File: src/rtl/tag_rx_symb_accum.sv
// Integrate-and-dump of de-spread baseband I/Q: sums NSAMP_PER_SYMB valid samples
// per symbol for NSYMB symbols after an rx_trig falling edge, one AXI-stream beat per symbol.
module tag_rx_symb_accum #(
  parameter int DATA_WIDTH     = 16,
  parameter int NSAMP_PER_SYMB = 4096,
  parameter int NSYMB          = 64,
  parameter int ACC_WIDTH      = 28
) (
  input  logic                   clk,
  input  logic                   reset,
  input  logic                   clear,
  input  logic                   rx_trig,
  input  logic                   rx_valid,
  input  logic [DATA_WIDTH-1:0]  i_in,
  input  logic [DATA_WIDTH-1:0]  q_in,
  output logic [2*ACC_WIDTH-1:0] o_tdata,
  output logic                   o_tvalid,
  input  logic                   o_tready,
  output logic                   o_tlast,
  output logic [15:0]            o_symb_idx,
  output logic                   busy,
  output logic                   overflow
);

  localparam int CNT_W = $clog2(NSAMP_PER_SYMB);

  typedef enum logic {IDLE, ACCUM} state_t;

  state_t                       state, state_nxt;
  logic                         trig_d, fall, dump, last_samp, last_symb;
  logic [CNT_W-1:0]             samp_cnt;
  logic [15:0]                  symb_idx;
  logic signed [ACC_WIDTH-1:0]  acc_i, acc_q, i_ext, q_ext, sum_i, sum_q;

  assign fall      = trig_d & ~rx_trig;
  assign i_ext     = ACC_WIDTH'(signed'(i_in));
  assign q_ext     = ACC_WIDTH'(signed'(q_in));
  assign sum_i     = acc_i + i_ext;
  assign sum_q     = acc_q + q_ext;
  assign last_samp = (samp_cnt == CNT_W'(NSAMP_PER_SYMB - 1));
  assign last_symb = (symb_idx == 16'(NSYMB - 1));

  always_ff @(posedge clk) begin
    if (reset || clear) state <= IDLE;
    else                state <= state_nxt;
  end

  always_comb begin
    state_nxt = state;
    case (state)
      IDLE:    if (fall) state_nxt = ACCUM;
      ACCUM:   if (!fall && dump && last_symb) state_nxt = IDLE;
      default: state_nxt = IDLE;
    endcase
  end

  // A fall always wins over a dump: the coinciding result is discarded.
  always_comb begin
    busy = (state == ACCUM);
    dump = (state == ACCUM) && !fall && rx_valid && last_samp;
  end

  // The fall-cycle sample, if valid, becomes sample 0 of the (re)started frame.
  always_ff @(posedge clk) begin
    if (reset || clear) begin
      trig_d   <= 1'b0;
      acc_i    <= '0;
      acc_q    <= '0;
      samp_cnt <= '0;
      symb_idx <= '0;
    end else begin
      trig_d <= rx_trig;
      if (fall) begin
        acc_i    <= rx_valid ? i_ext : '0;
        acc_q    <= rx_valid ? q_ext : '0;
        samp_cnt <= rx_valid ? CNT_W'(1) : '0;
        symb_idx <= '0;
      end else if (state == ACCUM && rx_valid) begin
        if (last_samp) begin
          acc_i    <= '0;
          acc_q    <= '0;
          samp_cnt <= '0;
          symb_idx <= symb_idx + 16'd1;
        end else begin
          acc_i    <= sum_i;
          acc_q    <= sum_q;
          samp_cnt <= samp_cnt + CNT_W'(1);
        end
      end
    end
  end

  always_ff @(posedge clk) begin
    if (reset) begin
      o_tvalid   <= 1'b0;
      o_tdata    <= '0;
      o_tlast    <= 1'b0;
      o_symb_idx <= '0;
      overflow   <= 1'b0;
    end else if (clear) begin
      o_tvalid   <= 1'b0;
      o_tdata    <= '0;
      o_tlast    <= 1'b0;
      o_symb_idx <= '0;
    end else if (dump) begin
      if (!o_tvalid || o_tready) begin
        o_tvalid   <= 1'b1;
        o_tdata    <= {sum_i, sum_q};
        o_tlast    <= last_symb;
        o_symb_idx <= symb_idx;
      end else begin
        overflow <= 1'b1;
      end
    end else if (o_tvalid && o_tready) begin
      o_tvalid <= 1'b0;
    end
  end

endmodule

File: config.mk
export PLATFORM = sky130hd
export DESIGN_NAME = tag_rx_symb_accum
export DESIGN_NICKNAME = d
export VERILOG_FILES = /design/src/rtl/tag_rx_symb_accum.sv
export SDC_FILE = /design/constraint.sdc
export NUM_CORES = 1
export LEC_CHECK = 0
export ABC_AREA = 1
export BUFFER_PORTS_ARGS = -buffer_cell sky130_fd_sc_hd__buf_4
export CAP_MARGIN = 5
export CORE_UTILIZATION = 55
export CTS_CLUSTER_SIZE = 16
export DETAILED_ROUTE_END_ITERATION = 12
export GPL_TIMING_DRIVEN = 0
export PLACE_DENSITY = 0.86
export SLEW_MARGIN = 15
export SYNTH_ARGS = -nofsm -noshare
export SYNTH_HDL_FRONTEND = slang
export SYNTH_SLANG_ARGS = --single-unit
File: constraint.sdc
create_clock -name clk -period 2.8 [get_ports clk]
set_clock_uncertainty 0.05 [all_clocks]
set_input_delay 0.56 -clock clk [delete_from_list [all_inputs] [get_ports clk]]
set_output_delay 0.56 -clock clk [all_outputs]
set_load 0.005 [all_outputs]
==> results.sh <==
export IMPL_crit_buf_inv=4
export IMPL_reg2reg_slack_ns=0.45
export IMPL_grt_max_degree=18
export IMPL_ctsHoldBuffers=0
export IMPL_finalWorstSetupSlack_ns=0.434
export IMPL_startpoint_type="input port"
export IMPL_required_ns=3.12
export IMPL_timing_final_hold_violations=0
export IMPL_dp_slack_ns=0.100
export IMPL_mappedNetlistNets=1741
export IMPL_final_cells=2019
export IMPL_final_max_slew_viol_count=0
export IMPL_synth_edff_count=0
export IMPL_postSynthAreaPerCell_um2=6.34
export IMPL_fin_crit_ns=2.37
export IMPL_criticalPathCategory="input port to flop"
export IMPL_via_per_inst=5.51
export IMPL_r2r_start="acc_i[0]$_SDFFE_PP0P_"
export IMPL_slowest_stage="nor2_1"
export IMPL_dieWidth_um=140
export IMPL_io_buffers=113
export IMPL_vias=11100
export IMPL_ys_types=41
export IMPL_drc=0
export IMPL_initial_core_util=0.571
export IMPL_reg2reg_depth=10
export IMPL_ioPinCount=114
export IMPL_cts_root_buf="clkbuf_16"
export IMPL_setup_viol=0
export IMPL_routed_wl_um=33000
export IMPL_drt_pass1_iter_count=7
export IMPL_clock_sinks=161
export IMPL_max_freq_mhz=423
export IMPL_rows=49
export IMPL_startpoint="clear"
export IMPL_cts_tree="done"
export IMPL_status="complete, no violations"
export IMPL_worstPathCellList="buf_4 > nor2_2 > inv_1 > nor2_1 > inv_1 > clkbuf_1 > nor3_1"
export IMPL_synthCells=1645
export IMPL_synth_top_area_cell="dfxtp_1"
export IMPL_yosysWarningCount=0
export IMPL_synth_seq_cells=161
export IMPL_tightest_slew_ns=0.837
export IMPL_post_cts_buffers=0
export IMPL_slew_headroom=0.442
export IMPL_worst_ir_drop_vdd_mv=0.483
export IMPL_cp_common_cell="inv_1"
export IMPL_rsz0062_at_grt="no"
export IMPL_worstPathArrival_ns=2.68
export IMPL_cts_htree_levels=4
export IMPL_cellPowerDensity_mw_per_mm2=435
export IMPL_hp_class="input port to flop"
export IMPL_postRouteAntennaNets=0
export IMPL_synth_top_area_frac=0.309
export IMPL_holdWs_ns=0.270
export IMPL_maxCapViolations=0
export IMPL_n_antenna_cell=0
export IMPL_dieArea_mm2=0.0195
export IMPL_async_flop_share=0
export IMPL_grtUsageTotal=0.341
export IMPL_end_kind="flop"
export IMPL_r2r_end="acc_i[14]$_SDFFE_PP0P_"
export IMPL_cts_buffers=17
export IMPL_antenna_found_initial=0
export IMPL_drive_above_1_share=0.103
export IMPL_synth_flop_cell="dfxtp_1"
export IMPL_dp_cells=1987
export IMPL_slowest_delay_ns=0.58
export IMPL_setup_worst_path_end="symb_idx[6]$_SDFFE_PP0P_"
export IMPL_nets=1873
export IMPL_ys_seq_area_frac=0.309
export IMPL_first_global_vias=10300
export IMPL_gp_congestion=0.960
export IMPL_ys_top_cells_by_area="dfxtp_1, nand2_1, inv_1, a21oi_1, ha_1"
export IMPL_cts_resized_gates=0
export IMPL_syn_to_final_growth_pct=16.6
export IMPL_critPathTopFamily="simple AND/OR/NAND/NOR gates"
export IMPL_clk_pin_slew_worst_paths_ns=0.07
export IMPL_grt_pass1_wl_um=52400
export IMPL_dr_first_iter_drc_count=1155
export IMPL_avgRoutedWirePerCell_um=16.4
export IMPL_insertion_delay_ns=0.45
export IMPL_syn_area_mm2=0.0104
export IMPL_die_y_um=140
export IMPL_period_share=0.845
export IMPL_grt_overflow_total=0
export IMPL_cp_depth=7
export IMPL_core_area_mm2=0.0183
export IMPL_fin_tns_setup_ns=0
export IMPL_worstPathMaxFanout=10
export IMPL_clk_path_buf_depth=2
export IMPL_leakagePower_nw=6.60
export IMPL_dp_final_hpwl_um=25200
[layout by cell type (no fill, tap or decap), drive strengths merged, types with 2 or more instances in the layout]
cell type  count
clkinv         6
o21bai        12
ha            56
and2           2
nor3b          2
clkbuf        47
nor4           3
nand4         15
o21ai        129
o21a          17
nor2         108
a21oi        175
or2            5
nand3b        12
nor3          17
fa             2
dfxtp        161
xor2          22
nand3         77
a211oi         4
a31oi          2
nand2        467
xnor2         12
buf          134
a21o          13
inv          285
[Yosys cell counts, types with 2 or more instances]
library cell  number
nor2_1           104
clkbuf_1          30
nand3b_1          12
nor4_1             2
and2_1             2
buf_4              9
a21o_1            13
a21oi_1          175
xor2_1            22
ha_1              56
fa_1               2
nor2_4             2
buf_2             11
dfxtp_1          161
nand2_1          465
o21bai_1          12
nor3_1            14
nand4_1           14
a31oi_1            2
o21ai_0          119
nor3b_1            2
nor3_2             3
a211oi_1           3
nand3_1           76
nor2_2             2
inv_1            276
o21a_1            17
or2_2              5
nand2_2            2
o21ai_1           10
xnor2_1           12
[state kept, by name (all words and copies together) (netlist names), 12 cells and up]
register and flops:
symb_idx 16, acc_i 28, samp_cnt 12, o_symb_idx 16, o_tdata 56, acc_q 28
[metrics by stage]
stage                      util  cell area [um^2]  power (W)
final                     0.665             12200    0.00529
after global routing      0.665             12200    0.00544
after CTS                 0.665             12200    0.00527
after detailed placement  0.633             11600    0.00293
after global placement    0.633             11600    0.00292
after floorplan               -             10400    0.00274
[power by group]
group	internal [W]	switching, W	total [W]
Clock	0.00127	0.00112	0.00239
Combinational	0.000194	0.000393	0.000588
Sequential	0.00230	0.00000831	0.00231
[cell families (layout without fill, tap and decap cells)]
group,Yosys count,after routing,synth area share
XOR/XNOR,34,34,0.0286
adder cells (fa/ha/maj),58,58,0.0710
flip-flops,161,161,0.309
buffers and inverters,328,473,0.123
AND/OR/NAND/NOR,709,709,0.285
AO/OA/AOI/OAI,355,355,0.183
[area by class of cell]
type / instances / area [um^2]
buffer: 51 / 246
clock buffer: 17 / 425
clock inverter: 15 / 168
fill: 1668 / 6110
inverter: 277 / 1040
multi-input combinational: 1156 / 5920
sequential: 161 / 3220
tap: 229 / 287
timing repair buffer: 113 / 848
[worst min path at each step]
stage / from / endpoint / depth (start not counted) / slack (ns)
finish: reset / overflow$_SDFFE_PP0P_ / 2 / 0.27
global route: reset / overflow$_SDFFE_PP0P_ / 2 / 0.30
CTS: reset / overflow$_SDFFE_PP0P_ / 2 / 0.27
detailed placement: o_tdata[35]$_SDFFE_PP0P_ / o_tdata[35]$_SDFFE_PP0P_ / 2 / 0.40
global placement: o_tdata[36]$_SDFFE_PP0P_ / o_tdata[36]$_SDFFE_PP0P_ / 2 / 0.39
floorplan: symb_idx[4]$_SDFFE_PP0P_ / o_symb_idx[4]$_SDFFE_PP0P_ / 2 / 0.39
[layer usage]
| metal | GRT usage | up-vias | part of all wire | routed length (um) |
|---|---|---|---|---|
| li1 | - | 5498 | - | - |
| met1 | 0.443 | 5073 | 0.44 | 14500 |
| met2 | 0.556 | 485 | 0.44 | 14600 |
| met3 | 0.0650 | 76 | 0.085 | 2800 |
| met4 | 0.132 | 0 | 0.034 | 1140 |
| met5 | 0 | - | 0 | 0 |
Note: power is estimated with default switching activity, not from simulation.
